[src/rtl/relu_requant.sv]
// ---------------------------------------------------------------------------
// relu_requant
//
// Requantization stage that sits behind the channel accumulator. Each
// accepted 32-bit accumulator result optionally goes through ReLU. It is then
// divided by 2^shift with round-half-up and clamped to a signed 8-bit
// activation. Results sit in a small FIFO, so a stalled consumer never loses
// an element that was already accepted. A sticky counter reports how many
// results had to be clamped.
//
// Ports:
//    clk_i          clock, all state on the rising edge
//    rst_ni         asynchronous active-low reset
//    in_valid_i     input element valid
//    in_data_i      signed accumulator result
//    in_ready_o     block can take an element this cycle
//    shift_i        right-shift amount, captured with the element
//    relu_en_i      clamp negatives to zero, captured with the element
//    out_valid_o    FIFO head valid
//    out_data_o     signed activation at FIFO head (zero when empty)
//    out_ready_i    consumer takes the head this cycle
//    fifo_count_o   current FIFO occupancy
//    sat_count_o    saturated-result counter, sticks at 16'hFFFF
// ---------------------------------------------------------------------------
module relu_requant #(
   parameter int IN_RESOLUTION  = 32,
   parameter int OUT_RESOLUTION = 8,
   parameter int SHIFT_WIDTH    = 5,
   parameter int FIFO_DEPTH     = 4
) (
   input  logic                          clk_i,
   input  logic                          rst_ni,
   input  logic                          in_valid_i,
   input  logic [IN_RESOLUTION-1:0]      in_data_i,
   output logic                          in_ready_o,
   input  logic [SHIFT_WIDTH-1:0]        shift_i,
   input  logic                          relu_en_i,
   output logic                          out_valid_o,
   output logic [OUT_RESOLUTION-1:0]     out_data_o,
   input  logic                          out_ready_i,
   output logic [$clog2(FIFO_DEPTH):0]   fifo_count_o,
   output logic [15:0]                   sat_count_o
);

   localparam int PTR_W = $clog2(FIFO_DEPTH);
   localparam int CNT_W = PTR_W + 1;
   localparam int EXT_W = IN_RESOLUTION + 1;

   localparam logic signed [EXT_W-1:0] SAT_HI = EXT_W'((2 ** (OUT_RESOLUTION - 1)) - 1);
   localparam logic signed [EXT_W-1:0] SAT_LO = EXT_W'(-(2 ** (OUT_RESOLUTION - 1)));

   logic                     accept;
   logic signed [EXT_W-1:0]  reluValue;
   logic signed [EXT_W-1:0]  roundBias;
   logic signed [EXT_W-1:0]  roundSum;
   logic signed [EXT_W-1:0]  shiftedValue;

   logic                     s1Valid_q, s1Valid_d;
   logic signed [EXT_W-1:0]  s1Value_q, s1Value_d;

   logic [OUT_RESOLUTION-1:0] satData;
   logic                      satFlag;

   logic [OUT_RESOLUTION-1:0] fifoMem [FIFO_DEPTH];
   logic [PTR_W-1:0]          wrPtr_q, wrPtr_d;
   logic [PTR_W-1:0]          rdPtr_q, rdPtr_d;
   logic [CNT_W-1:0]          count_q, count_d;
   logic [15:0]               satCount_q, satCount_d;
   logic                      push;
   logic                      pop;

   // Stage-1 arithmetic on the incoming element. The value is widened by one
   // bit so that adding the rounding bias to the largest positive input
   // cannot wrap. Shifts wider than the extended value give an exact zero
   // after rounding, and the bias would not fit in the word anyway, so they
   // are short-circuited.
   always_comb begin
      reluValue = {in_data_i[IN_RESOLUTION-1], in_data_i};
      if (relu_en_i && in_data_i[IN_RESOLUTION-1]) begin
         reluValue = '0;
      end
      roundBias    = '0;
      roundSum     = reluValue;
      shiftedValue = reluValue;
      if (shift_i != '0) begin
         if (int'(shift_i) > IN_RESOLUTION) begin
            shiftedValue = '0;
         end else begin
            roundBias    = EXT_W'(1) << (shift_i - SHIFT_WIDTH'(1));
            roundSum     = reluValue + roundBias;
            shiftedValue = roundSum >>> shift_i;
         end
      end
   end

   // The stage-1 register holds at most one element. It always has a FIFO
   // slot waiting for it, so it drains every cycle and its valid bit simply
   // follows whether something was accepted on this edge.
   always_comb begin
      accept    = in_valid_i && in_ready_o;
      s1Valid_d = accept;
      s1Value_d = accept ? shiftedValue : s1Value_q;
   end

   // Stage-1 register. Reset discards any element that is in flight.
   always_ff @(posedge clk_i or negedge rst_ni) begin
      if (!rst_ni) begin
         s1Valid_q <= 1'b0;
         s1Value_q <= '0;
      end else begin
         s1Valid_q <= s1Valid_d;
         s1Value_q <= s1Value_d;
      end
   end

   // Stage-2 saturation to the activation range. In-range values pass their
   // low bits through unchanged. Out-of-range values clamp to the nearest
   // limit and raise the saturation flag.
   always_comb begin
      satData = s1Value_q[OUT_RESOLUTION-1:0];
      satFlag = 1'b0;
      if (s1Value_q > SAT_HI) begin
         satData = SAT_HI[OUT_RESOLUTION-1:0];
         satFlag = 1'b1;
      end else if (s1Value_q < SAT_LO) begin
         satData = SAT_LO[OUT_RESOLUTION-1:0];
         satFlag = 1'b1;
      end
   end

   // FIFO bookkeeping. Pushes come only from stage 1, and pops follow the
   // output handshake. The power-of-two depth lets the pointers wrap on
   // their own. The saturation counter stops at all-ones instead of wrapping.
   always_comb begin
      push    = s1Valid_q;
      pop     = out_valid_o && out_ready_i;
      wrPtr_d = push ? wrPtr_q + PTR_W'(1) : wrPtr_q;
      rdPtr_d = pop  ? rdPtr_q + PTR_W'(1) : rdPtr_q;
      count_d = count_q;
      if (push && !pop) begin
         count_d = count_q + CNT_W'(1);
      end else if (!push && pop) begin
         count_d = count_q - CNT_W'(1);
      end
      satCount_d = satCount_q;
      if (push && satFlag && (satCount_q != 16'hFFFF)) begin
         satCount_d = satCount_q + 16'd1;
      end
   end

   // FIFO control registers and the saturation counter. Reset empties the
   // buffer and clears the counter.
   always_ff @(posedge clk_i or negedge rst_ni) begin
      if (!rst_ni) begin
         wrPtr_q    <= '0;
         rdPtr_q    <= '0;
         count_q    <= '0;
         satCount_q <= '0;
      end else begin
         wrPtr_q    <= wrPtr_d;
         rdPtr_q    <= rdPtr_d;
         count_q    <= count_d;
         satCount_q <= satCount_d;
      end
   end

   // FIFO storage. It needs no reset because the data output is masked
   // whenever the buffer is empty.
   always_ff @(posedge clk_i) begin
      if (push) begin
         fifoMem[wrPtr_q] <= satData;
      end
   end

   // Outputs come only from registered state. Ready counts the element in
   // stage 1 as already occupying a slot, so a stage-1 element never has to
   // wait.
   always_comb begin
      in_ready_o   = (count_q + CNT_W'(s1Valid_q)) < CNT_W'(FIFO_DEPTH);
      out_valid_o  = (count_q != '0);
      out_data_o   = out_valid_o ? fifoMem[rdPtr_q] : '0;
      fifo_count_o = count_q;
      sat_count_o  = satCount_q;
   end

endmodule

[config.mk]
export PLATFORM = sky130hd
export DESIGN_NAME = relu_requant
export DESIGN_NICKNAME = d
export VERILOG_FILES = /design/src/rtl/relu_requant.sv
export SDC_FILE = /design/constraint.sdc
export NUM_CORES = 1
export LEC_CHECK = 0
export ABC_AREA = 1
export CORE_MARGIN = 1.5
export CORE_UTILIZATION = 25
export DETAILED_ROUTE_END_ITERATION = 8
export PLACE_DENSITY_LB_ADDON = 0.12
export SLEW_MARGIN = 20
export SYNTH_ARGS = -nofsm -noshare
export SYNTH_HDL_FRONTEND = slang
export SYNTH_SLANG_ARGS = --single-unit
[constraint.sdc]
create_clock -name clk_i -period 5.9 [get_ports clk_i]
set_input_delay 0.885 -clock clk_i [delete_from_list [all_inputs] [get_ports clk_i]]
set_output_delay 0.885 -clock clk_i [all_outputs]
set_load 0.01 [all_outputs]
==> run metrics <==
I/O pin total 71; total of max-cap violations 0; Worst path most repeated cell nand2_1; Inst Count DP 1,947; CP Capture Type register; GP Congestion 0.920; mean area per synthesized cell 6.07 µm²; CP startpoint kind input pin; Initial Util 25.5%; Unique masters post-synth 44; Post-CTS Setup Bufs 0; Post-Layout Cell Count 1,963; status finished, final reports clean; post-cts repair resize count 0; Post-Syn Area 8840 µm²; CTS Buf Count 9; antenna violations before repair 0; Detailed Place HPWL 27.7 mm; Setup TNS 0 ns; Synth Flop Type dfrtp_1; Fmax achieved 0.203 GHz; first-pass GRT wire length 52.7 mm; Tmin final 4.94 ns; drt drc 0; commonest non-fill, non-tap cell in the layout nand2_1; critical path's slowest cell clkdlybuf4s50_1; Detailed Route WL 34.0 mm; total gr overflow 0; Hold Path Class reg -> reg; H-tree lvl count 3; largest net degree at the start of global routing 58; Vias/cell 4.83; CP Class in -> reg; CP required 6.14 ns; endpoints failing setup 0; most frequent cells in the layout 398 x nand2_1, 255 x nand3_1, 215 x inv_1; clock sink count 89; YS warnings 0; die height 191 µm; Clock transition at path regs 0.06 ns; clk_skew 0.00568 ns; Slew @ Worst Pin 1.04 ns; asr flop ratio synth 64.0%; fin util 29.6%; IO Port Bufs 70; Routed Antenna Nets 0; flop and latch count out of synthesis 89; CTS max path bufs 2; diodes inserted 0; DRT iter0 DRCs 705; layout cells sized above 1 4.64%; Power Density 283 nW/µm²; Fin Hold WS 0.493 ns; leakage 5.31 nW; Worst Path Max Fanout 7; Synth Net Count 1,538; vias in the first global route 9,127; CTS tree yes; layout overhead on the synthesized area 16.4%; Clock Latency Late Sink 0.34 ns; drt pass-1 iters 7; area of the core 34,700 µm²; CTS root buffer clkbuf_16; die area 36,500 µm²; cts hold-fix bufs 0; layout net count 1,585; detailed-route via count 9,483; peak supply drop 324 µV; Syn Inst Count 1,456; sequential fraction of the synthesis area 27.0%; drt wl/cell 17.3 µm; RSZ-0062 raised after global routing no; # rows 68; Hold Vio Cnt, Final 0; Slew Viols, Final 0; Die Wd 191 µm; Relative slew margins 30.3%; EDFF count, synth 32; crit path DAT 5.17 ns; Final Cycle Share 83.7%; CP max stage delay 0.46 ns; Total Routing Usage GR 18.9%
state kept, by name, indices dropped and copies added (netlist names):
register      cells
push              1
wrPtr_q           2
fifo_count_o      3
fifoMem          32
rdPtr_q           2
sat_count_o      16
s1Value_q        33
power breakdown:
part	switching (mW)	internal [mW]
Combinational	0.803	0.526
Sequential	0.160	0.890
Clock	0.238	0.296
metrics by stage:
step                total power [mW]  worst slack, ns  instance area (µm²)
finish                          2.91            0.964                10300
floorplan                       1.87             1.87                 8840
CTS                             2.96            0.999                10300
global route                    3.17            0.383                10300
global placement                2.41            0.643                10000
detailed placement              2.41            0.642                10000
cell families after synthesis:
group	Yosys count	synth area share (%)
AO/OA/AOI/OAI	129	8.64
XOR/XNOR	27	2.68
adder cells (fa/ha/maj)	40	5.83
buffers and inverters	277	12.1
flip-flops	89	27.0
multiplexers	1	0.127
AND/OR/NAND/NOR	893	43.6
per-layer routing:
metal	GRT usage, %	up-vias	share of wire [%]	wire (µm)
li1	-	4766	-	-
met1	25.6	4420	46	15600
met2	31.0	252	46	15700
met3	1.47	45	4.4	1510
met4	7.36	0	3.4	1150
met5	0	-	0	0
Yosys cell counts, drive strengths merged, types with 21 or more instances:
cell / count / share of area (%)
dfrtp: 57 / 16
xor2: 21 / 2.1
inv: 222 / 9.4
ha: 38 / 5.4
nand3: 260 / 15
o21ai: 27 / 1.5
a21oi: 67 / 3.9
clkbuf: 24 / 1.0
nor2: 181 / 7.8
buf: 28 / 1.5
nand2: 415 / 18
edfxtp: 32 / 11
path summary, 6_finish.rpt:
check                                            from                          to  slack, ns  cells after the start
setup / recovery                           shift_i[0]   s1Value_q[14]$_DFFE_PN0P_       0.96                     29
hold / removal             sat_count_o[5]$_DFFE_PN0P_  sat_count_o[5]$_DFFE_PN0P_       0.49                      1
setup reg to reg                       push$_DFF_PN0_   s1Value_q[17]$_DFFE_PN0P_       3.38                     10
hold reg to reg            sat_count_o[5]$_DFFE_PN0P_  sat_count_o[5]$_DFFE_PN0P_       0.49                      1
max in group asynchronous                      rst_ni   s1Value_q[31]$_DFFE_PN0P_       4.67                      2
min in group asynchronous                      rst_ni      rdPtr_q[1]$_DFFE_PN0P_       0.69                      2
layout make-up:
cell class	instances	area [µm²]
repair buffers	88	831
multi-input cells	1090	5380
inverters	225	845
flip-flops and latches	89	2390
fillers	3964	24400
well taps	455	569
clock inverters	5	31.3
clock buffers	11	243
worst max-delay path, delay by kind of cell:
kind / cells / cell delay [ns]
buf+inv: 6 / 0.90
compound gates: 2 / 0.53
fa+ha+maj: 1 / 0.36
simple gates: 20 / 2.48
No activity file was read; power rests on OpenSTA's default activity.
